File: config.mk
export PLATFORM = sky130hd
export DESIGN_NAME = mem_port_arbiter
export DESIGN_NICKNAME = d
export VERILOG_FILES = /design/src/rtl/mem_arb_pkg.sv /design/src/rtl/mem_port_arbiter.sv
export SDC_FILE = /design/constraint.sdc
export NUM_CORES = 1
export LEC_CHECK = 0
export BUFFER_PORTS_ARGS = -buffer_cell sky130_fd_sc_hd__buf_2
export CELL_PAD_IN_SITES_DETAIL_PLACEMENT = 1
export CELL_PAD_IN_SITES_GLOBAL_PLACEMENT = 2
export CORE_MARGIN = 2
export CORE_UTILIZATION = 13
export CTS_CLUSTER_DIAMETER = 150
export DETAILED_ROUTE_END_ITERATION = 10
export GPL_ROUTABILITY_DRIVEN = 1
export PLACE_DENSITY_LB_ADDON = 0.15
export SLEW_MARGIN = 40
export SYNTH_ARGS = -nofsm -noshare
export SYNTH_HDL_FRONTEND = slang
export SYNTH_SLANG_ARGS = --single-unit
File: constraint.sdc
create_clock -name Clk -period 4.75 [get_ports Clk]
set_clock_uncertainty 0.15 [all_clocks]
set_input_delay 0.2375 -clock Clk [delete_from_list [all_inputs] [get_ports Clk]]
set_output_delay 0.2375 -clock Clk [all_outputs]
set_load 0.02 [all_outputs]
File: src/rtl/mem_arb_pkg.sv
// Shared constants and halt-FSM encoding for the CPU/debug memory port arbiter.
package mem_arb_pkg;

  localparam int DEF_AW           = 16;
  localparam int DEF_DW           = 16;
  localparam int DEF_STARVE_LIMIT = 4;

  typedef enum logic [1:0] {
    ST_RUN    = 2'd0,
    ST_DRAIN  = 2'd1,
    ST_HALTED = 2'd2
  } halt_state_e;

endpackage

File: src/rtl/mem_port_arbiter.sv
// Arbitrates a CPU port and a debug/loader port onto one synchronous single-port RAM,
// with starvation protection for debug and a halt handshake that freezes the CPU.
module mem_port_arbiter
  import mem_arb_pkg::*;
#(
  parameter int AW           = DEF_AW,
  parameter int DW           = DEF_DW,
  parameter int STARVE_LIMIT = DEF_STARVE_LIMIT
) (
  input  logic          Clk,
  input  logic          Reset,

  input  logic          cpu_req,
  input  logic          cpu_we,
  input  logic [AW-1:0] cpu_addr,
  input  logic [DW-1:0] cpu_wdata,
  output logic          cpu_gnt,
  output logic          cpu_stall,
  output logic          cpu_rvalid,
  output logic [DW-1:0] cpu_rdata,

  input  logic          dbg_req,
  input  logic          dbg_we,
  input  logic [AW-1:0] dbg_addr,
  input  logic [DW-1:0] dbg_wdata,
  output logic          dbg_gnt,
  output logic          dbg_rvalid,
  output logic [DW-1:0] dbg_rdata,

  input  logic          dbg_halt,
  output logic          halt_ack,

  output logic          mem_en,
  output logic          mem_we,
  output logic [AW-1:0] mem_addr,
  output logic [DW-1:0] mem_wdata,
  input  logic [DW-1:0] mem_rdata
);

  localparam int            SW         = $clog2(STARVE_LIMIT + 1);
  localparam logic [SW-1:0] STARVE_MAX = SW'(STARVE_LIMIT);

  halt_state_e   state_q;
  logic          halt_ack_q;
  logic [SW-1:0] starve_cnt_q, starve_cnt_d;
  logic          cpu_rd_pend_q, cpu_rd_pend_d;
  logic          dbg_rd_pend_q, dbg_rd_pend_d;

  logic          cpu_elig;
  logic          dbg_win;

  // Grants are gated by Reset so nothing reaches the RAM while reset is held.
  always_comb begin
    cpu_elig = Reset & cpu_req & (state_q == ST_RUN);
    dbg_win  = Reset & dbg_req & (~cpu_elig | (starve_cnt_q == STARVE_MAX));
  end

  assign dbg_gnt   = dbg_win;
  assign cpu_gnt   = cpu_elig & ~dbg_win;
  assign cpu_stall = cpu_req & ~cpu_gnt;
  assign halt_ack  = halt_ack_q;

  always_comb begin
    mem_en    = 1'b0;
    mem_we    = 1'b0;
    mem_addr  = '0;
    mem_wdata = '0;
    if (dbg_gnt) begin
      mem_en    = 1'b1;
      mem_we    = dbg_we;
      mem_addr  = dbg_addr;
      mem_wdata = dbg_wdata;
    end else if (cpu_gnt) begin
      mem_en    = 1'b1;
      mem_we    = cpu_we;
      mem_addr  = cpu_addr;
      mem_wdata = cpu_wdata;
    end
  end

  always_comb begin
    cpu_rd_pend_d = cpu_gnt & ~cpu_we;
    dbg_rd_pend_d = dbg_gnt & ~dbg_we;
    starve_cnt_d  = '0;
    if (dbg_req && !dbg_gnt) begin
      starve_cnt_d = (starve_cnt_q == STARVE_MAX) ? starve_cnt_q : starve_cnt_q + SW'(1);
    end
  end

  assign cpu_rvalid = cpu_rd_pend_q;
  assign dbg_rvalid = dbg_rd_pend_q;
  assign cpu_rdata  = cpu_rd_pend_q ? mem_rdata : '0;
  assign dbg_rdata  = dbg_rd_pend_q ? mem_rdata : '0;

  always_ff @(posedge Clk or negedge Reset) begin
    if (!Reset) begin
      starve_cnt_q  <= '0;
      cpu_rd_pend_q <= 1'b0;
      dbg_rd_pend_q <= 1'b0;
    end else begin
      starve_cnt_q  <= starve_cnt_d;
      cpu_rd_pend_q <= cpu_rd_pend_d;
      dbg_rd_pend_q <= dbg_rd_pend_d;
    end
  end

  // Halt FSM. DRAIN waits until no CPU read will still be outstanding after this edge;
  // since the CPU is never granted outside RUN, that is normally a single cycle.
  always_ff @(posedge Clk or negedge Reset) begin
    if (!Reset) begin
      state_q    <= ST_RUN;
      halt_ack_q <= 1'b0;
    end else begin
      case (state_q)
        ST_RUN: begin
          if (dbg_halt) begin
            state_q <= ST_DRAIN;
          end
        end
        ST_DRAIN: begin
          if (!dbg_halt) begin
            state_q <= ST_RUN;
          end else if (!cpu_rd_pend_d) begin
            state_q    <= ST_HALTED;
            halt_ack_q <= 1'b1;
          end
        end
        ST_HALTED: begin
          if (!dbg_halt) begin
            state_q    <= ST_RUN;
            halt_ack_q <= 1'b0;
          end
        end
        default: begin
          state_q    <= ST_RUN;
          halt_ack_q <= 1'b0;
        end
      endcase
    end
  end

endmodule
==> results_dict.tcl, run 1 <==
set metrics [dict create \
    status "finished clean" \
    crit_top_cell "buf_2" \
    initial_core_util_pct 13.55 \
    syn-cell-area_um2 1052 \
    final_cells 374 \
    yosysUniqueCellTypes 24 \
    viasPerCell 4.136 \
    io_buffers 158 \
    detail_route.wl_per_cell_um 13.64 \
    vias 1547 \
    clk_pin_slew_ns 0.04 \
    postCtsHoldBufs 1 \
    tritoncts "yes" \
    r2r-end "dbg_rvalid" \
    die_area_um2 8830 \
    antenna_found_initial 0 \
    placed_cells_incl_taps 370 \
    maxSlewHeadroom_pct 59.26 \
    ctsResizeCount 0 \
    htreeDepth 1 \
    finalSetupTns_ns 0 \
    p_leak_nw 1.168 \
    hold_viol 0 \
    clockBufferDepth 2 \
    min_path_cells 2 \
    period_share_pct 59.17 \
    worstRegToRegCells 6 \
    hpwlAfterDp_um 4414 \
    setup_viol 0 \
    yosysWarningCount 0 \
    synth_edf_count 0 \
    finalPower_uw 353.9 \
    fin_ws_ns 1.940 \
    gp_congestion 0.7333 \
    wirelength_um 5102 \
    die_w_um 93.97 \
    r2r_start "starve_cnt_q[0]" \
    placed_area_um2 1909 \
    crit_chain "dlygate4sd3_1 > buf_2 > nand4bb_4 > a41oi_4 > buf_6 > a22o_1 > buf_2" \
    synth_common_cells "a22o_1, and2_1, dfrtp_1, nand2_1, buf_6" \
    grt_overflow 0 \
    ys_async_sr_fraction_pct 100.0 \
    fmax_mhz 355.8 \
    synth_area_per_cell_um2 8.917 \
    final_design_area_no_fill_um2 1961 \
    drt_iter0_drc 37 \
    die_h_um 93.97 \
    ys_top_cells_by_area "a22o_1, and2_1, dfrtp_1" \
    yosysTopAreaCellShare_pct 27.47 \
    drive_gt1_share_pct 61.76 \
    clock_latency_ns 0.23 \
    synth_top_cell_by_area "a22o_1" \
    cp-end-kind "primary output" \
    drc 0 \
    post-route-min-period_ns 2.810 \
    min_to "dbg_rvalid" \
    clkSinkCount 8 \
    vdd_drop_max_uv 63.40 \
    drtAntennaViolNets 0 \
    grt_pass1_wl_um 7458 \
    drv_cap 0 \
    slew_viol_final 0 \
    timing_worst_slew_pin_value_ns 0.6091 \
    ys_seq_elements 8 \
    core_area_um2 7767 \
    ys_seq_area_share_pct 19.02 \
    rrSetupSlack_ns 2.72 \
    worst-setup-path-type "in2out" \
    grtUsageTotal_pct 10.53 \
    std_cell_rows 32 \
    nets 363 \
    diodes 0 \
    cp.required_ns 4.36 \
    cp-start-kind "primary input" \
    worstPathArrival_ns 2.42 \
    yosysMostFrequentCell "a22o_1" \
    pre_cts_ws_ns 2.406 \
    drtPass1Iterations 4 \
    p_per_area_nw_per_um2 180.5 \
    worstPathMaxFanout 19 \
    rsz0062_at_grt "no" \
    syn_nets 207 \
    hp-start "dbg_we" \
    grt_pass1_vias 1573 \
    cts_setup_buffers 0 \
    io_pins 159 \
    cpMaxStageDelayCell "a41oi_4" \
    grt_max_degree 22 \
    hp-class "in2reg" \
    cpPeakStageDelay_ns 0.54 \
    cts-buffers-inserted 3 \
    syn_inst 118 \
    syn_to_final_growth_pct 86.33 \
    synth-main-ff-cell "dfrtp_1" \
    cts_root_buf "clkbuf_8" \
]
==> worst max path at each step <==
stage	start	end	slack, ns	cells after the start
2_1_floorplan	starve_cnt_q[0]	mem_addr[0]	2.84	6
3_3_place_gp	starve_cnt_q[0]	mem_addr[15]	2.21	6
3_5_place_dp	starve_cnt_q[0]	mem_wdata[8]	2.41	7
4_1_cts	Reset	mem_addr[9]	1.90	7
5_1_grt	Reset	mem_wdata[8]	1.71	7
6_report	Reset	mem_addr[13]	1.94	7
==> sequential cells by signal, summed over array words and instances (netlist names) <==
signal / flops
cpu_rvalid: 1
starve_cnt_q: 3
state_q: 2
halt_ack: 1
dbg_rvalid: 1
==> power by group <==
group | switching, mW | total (mW) | leakage (nW) | internal [mW]
Sequential | 0.00991 | 0.0849 | 0.104 | 0.0750
Combinational | 0.104 | 0.188 | 1.04 | 0.0842
Clock | 0.0260 | 0.0808 | 0.0216 | 0.0548
==> logic make-up (layout without fill, tap and decap cells) <==
family | Yosys count | after routing | synth area share, %
buf+inv | 14 | 168 | 9.749
compound gates | 43 | 43 | 36.86
simple gates | 51 | 51 | 31.99
flops | 8 | 8 | 19.02
fa+ha+maj | 2 | 2 | 2.378
==> worst max-delay path: cells and delay by family <==
| kind | cells | cell delay, ns |
|---|---|---|
| AO/OA/AOI/OAI | 2 | 0.69 |
| buffers and inverters | 4 | 1.31 |
| AND/OR/NAND/NOR | 1 | 0.17 |
==> stage by stage <==
stage	hold WS (ns)	utilization [%]
2_1_floorplan	-0.2081	-
3_3_place_gp	0.02571	24.24
3_5_place_dp	0.02864	24.58
4_1_cts	0.03639	25.24
5_1_grt	0.04135	25.24
6_report	0.04066	25.24
==> cells in the final DEF (no fill, tap or decap), drive strengths merged <==
cell type	instances
a21oi	1
nor3	1
a22o	33
and2	32
ha	2
nor3b	2
a31oi	1
a41oi	1
dfrtp	8
dlygate4sd3	1
buf	160
nand4bb	1
nor2b	3
inv	4
and2b	3
o21ai	4
clkbuf	3
o32ai	2
nor2	1
o21a	1
nand2	8
==> final cells by class <==
| type | instances | area (µm²) |
|---|---|---|
| Sequential cell | 8 | 200.2 |
| Timing Repair Buffer | 161 | 827.0 |
| Clock buffer | 3 | 41.29 |
| Multi-Input combinational cell | 96 | 749.5 |
| Tap cell | 102 | 127.6 |
| Inverter | 4 | 15.01 |
| Fill cell | 1003 | 5807 |
==> metal layers <==
| layer | global-route usage [%] | routed length [µm] | share of wire, % | vias up |
|---|---|---|---|---|
| li1 | - | - | - | 739 |
| met1 | 10.71 | 1775 | 35 | 704 |
| met2 | 20.24 | 2631 | 52 | 100 |
| met3 | 4.093 | 637 | 12 | 4 |
| met4 | 2.053 | 58 | 1.1 | 0 |
| met5 | 0 | 0 | 0 | - |
Power figures use the tool's default switching activity.
==> run 2: changes to the inputs <==
CORE_UTILIZATION = 11   (was 13)
clock period = 2.5 ns   (was 4.75 ns; I/O delays follow)
==> run 2 against run 1 <==
Non-clock buffer count up 4. Cell count up 8.3%. Clock power up 93%. Total power up 91%. Via count up 0.78%. Hold slack better by 0.0091 ns. Critical path depth unchanged. Die area up 17%. First-iteration DRC count down 59%. Critical path type unchanged. Largest cell class unchanged.
==> results_dict.tcl, run 2 (same netlist as run 1, synthesis figures left out) <==
set metrics [dict create \
    status "finished clean" \
    grtUsageTotal_pct 8.176 \
    final_cell_mix "buf_2, a22o_1, and2_1, dfrtp_1, nand2_1" \
    cp-start-kind "primary input" \
    drtAntennaViolNets 0 \
    finalSetupTns_ns 0 \
    timing_worst_slew_pin_value_ns 0.4192 \
    cpPeakStageDelay_ns 0.52 \
    r2r_start "starve_cnt_q[0]" \
    drv_cap 0 \
    critPathCapture "cpu_stall" \
    clk_pin_slew_ns 0.04 \
    syn_to_final_growth_pct 92.03 \
    io_buffers 158 \
    worstPathArrival_ns 1.98 \
    crit_chain "dlygate4sd3_1 > clkbuf_4 > nand4bb_4 > a41oi_4 > buf_4 > and2b_1 > buf_2" \
    hold_viol 0 \
    cpLargestDelayFamily "buffers and inverters" \
    cp-end-kind "primary output" \
    worstRegToRegCells 6 \
    worstSetupStartpoint "Reset" \
    slew_viol_final 0 \
    fillCellCount 1150 \
    final_common_cell "buf_2" \
    clockBufferDepth 2 \
    drtPass1Iterations 3 \
    detail_route.wl_per_cell_um 11.60 \
    wirelength_um 4698 \
    antenna_found_initial 0 \
    cp.required_ns 2.23 \
    register_area_um2 200.2 \
    rrSetupSlack_ns 0.85 \
    setup_viol 0 \
    htreeDepth 1 \
    grt_max_degree 26 \
    drc 0 \
    largest_reg_flops 3 \
    final_cells 405 \
    io_pins 159 \
    vias 1559 \
    multi_input_area_um2 749.5 \
    drt_iter0_drc 15 \
    initial_core_util_pct 11.39 \
    cpMaxStageDelayCell "dlygate4sd3_1" \
    p_leak_nw 1.184 \
    cts_root_buf "clkbuf_8" \
    clkSinkCount 8 \
    drive_gt1_share_pct 61.59 \
    fmax_mhz 443.9 \
    core_area_um2 9240 \
    p_per_area_nw_per_um2 333.9 \
    grt_pass1_wl_um 6796 \
    rsz0062_at_grt "no" \
    vdd_drop_max_uv 124.7 \
    crit_buf_inv 4 \
    grt_pass1_vias 1458 \
    gp_congestion 0.6757 \
    std_cell_rows 35 \
    r2r-end "dbg_rvalid" \
    cp.depth 7 \
    placed_cells_incl_taps 399 \
    diodes 0 \
    post-route-min-period_ns 2.253 \
    tritoncts "yes" \
    period_share_pct 90.12 \
    cts-buffers-inserted 3 \
    worstPathMaxFanout 25 \
    viasPerCell 3.849 \
    top_regs "starve_cnt_q (3), state_q (2)" \
    die_w_um 101.8 \
    die_h_um 101.8 \
    hp-class "in2reg" \
    max_flop_register "starve_cnt_q" \
    nets 367 \
    worst-setup-path-type "in2out" \
    hpwlAfterDp_um 4122 \
    maxSlewHeadroom_pct 72.05 \
    die_area_um2 10360 \
    fin_hold_ws_ns 0.04973 \
    clock_latency_ns 0.23 \
    grt_overflow 0 \
]
## run 2: cell count changes in the layout (fill, tap and decap cells not counted), sizes merged
| cell | delta |
|---|---|
| clkbuf | +1 |
| dlygate4sd3 | +2 |
| buf | +1 |
## run 2: how the worst min path moves through the flow
stage                     startpoint          to  cells after the start
after global routing          cpu_we  cpu_rvalid                      2
after floorplan                Reset  cpu_rvalid                      0
final                         cpu_we  cpu_rvalid                      2
after detailed placement       Reset  state_q[1]                      1
after global placement         Reset  state_q[1]                      1
after CTS                     cpu_we  cpu_rvalid                      2
## run 2: final cells by class
cell class	instances	area share, %
inverter	4	0.7430
tap	129	7.988
multi-input combinational	96	37.09
timing repair buffer	165	42.23
sequential	8	9.907
clock buffer	3	2.043
## run 2: layer usage
| metal | GRT usage, % | up-vias | wire, µm |
|---|---|---|---|
| met4 | 1.559 | 0 | 27 |
| met2 | 15.23 | 118 | 2258 |
| met3 | 2.692 | 2 | 688 |
| li1 | - | 749 | - |
| met5 | 0 | - | 0 |
| met1 | 9.034 | 690 | 1724 |
## run 2: what timing repair did
action | CTS | global route
endpoints found under the setup margin | 0 | 1
hold endpoints to repair | 10 | 0
hold buffers | 3 | 0
buffers inserted | 0 | 0
gates resized for setup | 0 | 1
## run 2: power breakdown
group	total (mW)	switching (mW)	internal (mW)
clock	0.156	0.0513	0.104
sequential	0.161	0.0182	0.142
combinational	0.358	0.196	0.163
total	0.675	0.265	0.410
## run 2: stage by stage
step / power (mW) / setup WS, ns / util, % / cell area, µm²
floorplan: 0.3746 / 0.7056 / - / 1052
global placement: 0.5274 / 0.4997 / 21.07 / 1947
detailed placement: 0.5231 / 0.4828 / 21.07 / 1947
CTS: 0.6843 / 0.1189 / 21.84 / 2018
global route: 0.7250 / 0.08038 / 21.87 / 2021
finish: 0.6748 / 0.2471 / 21.87 / 2021
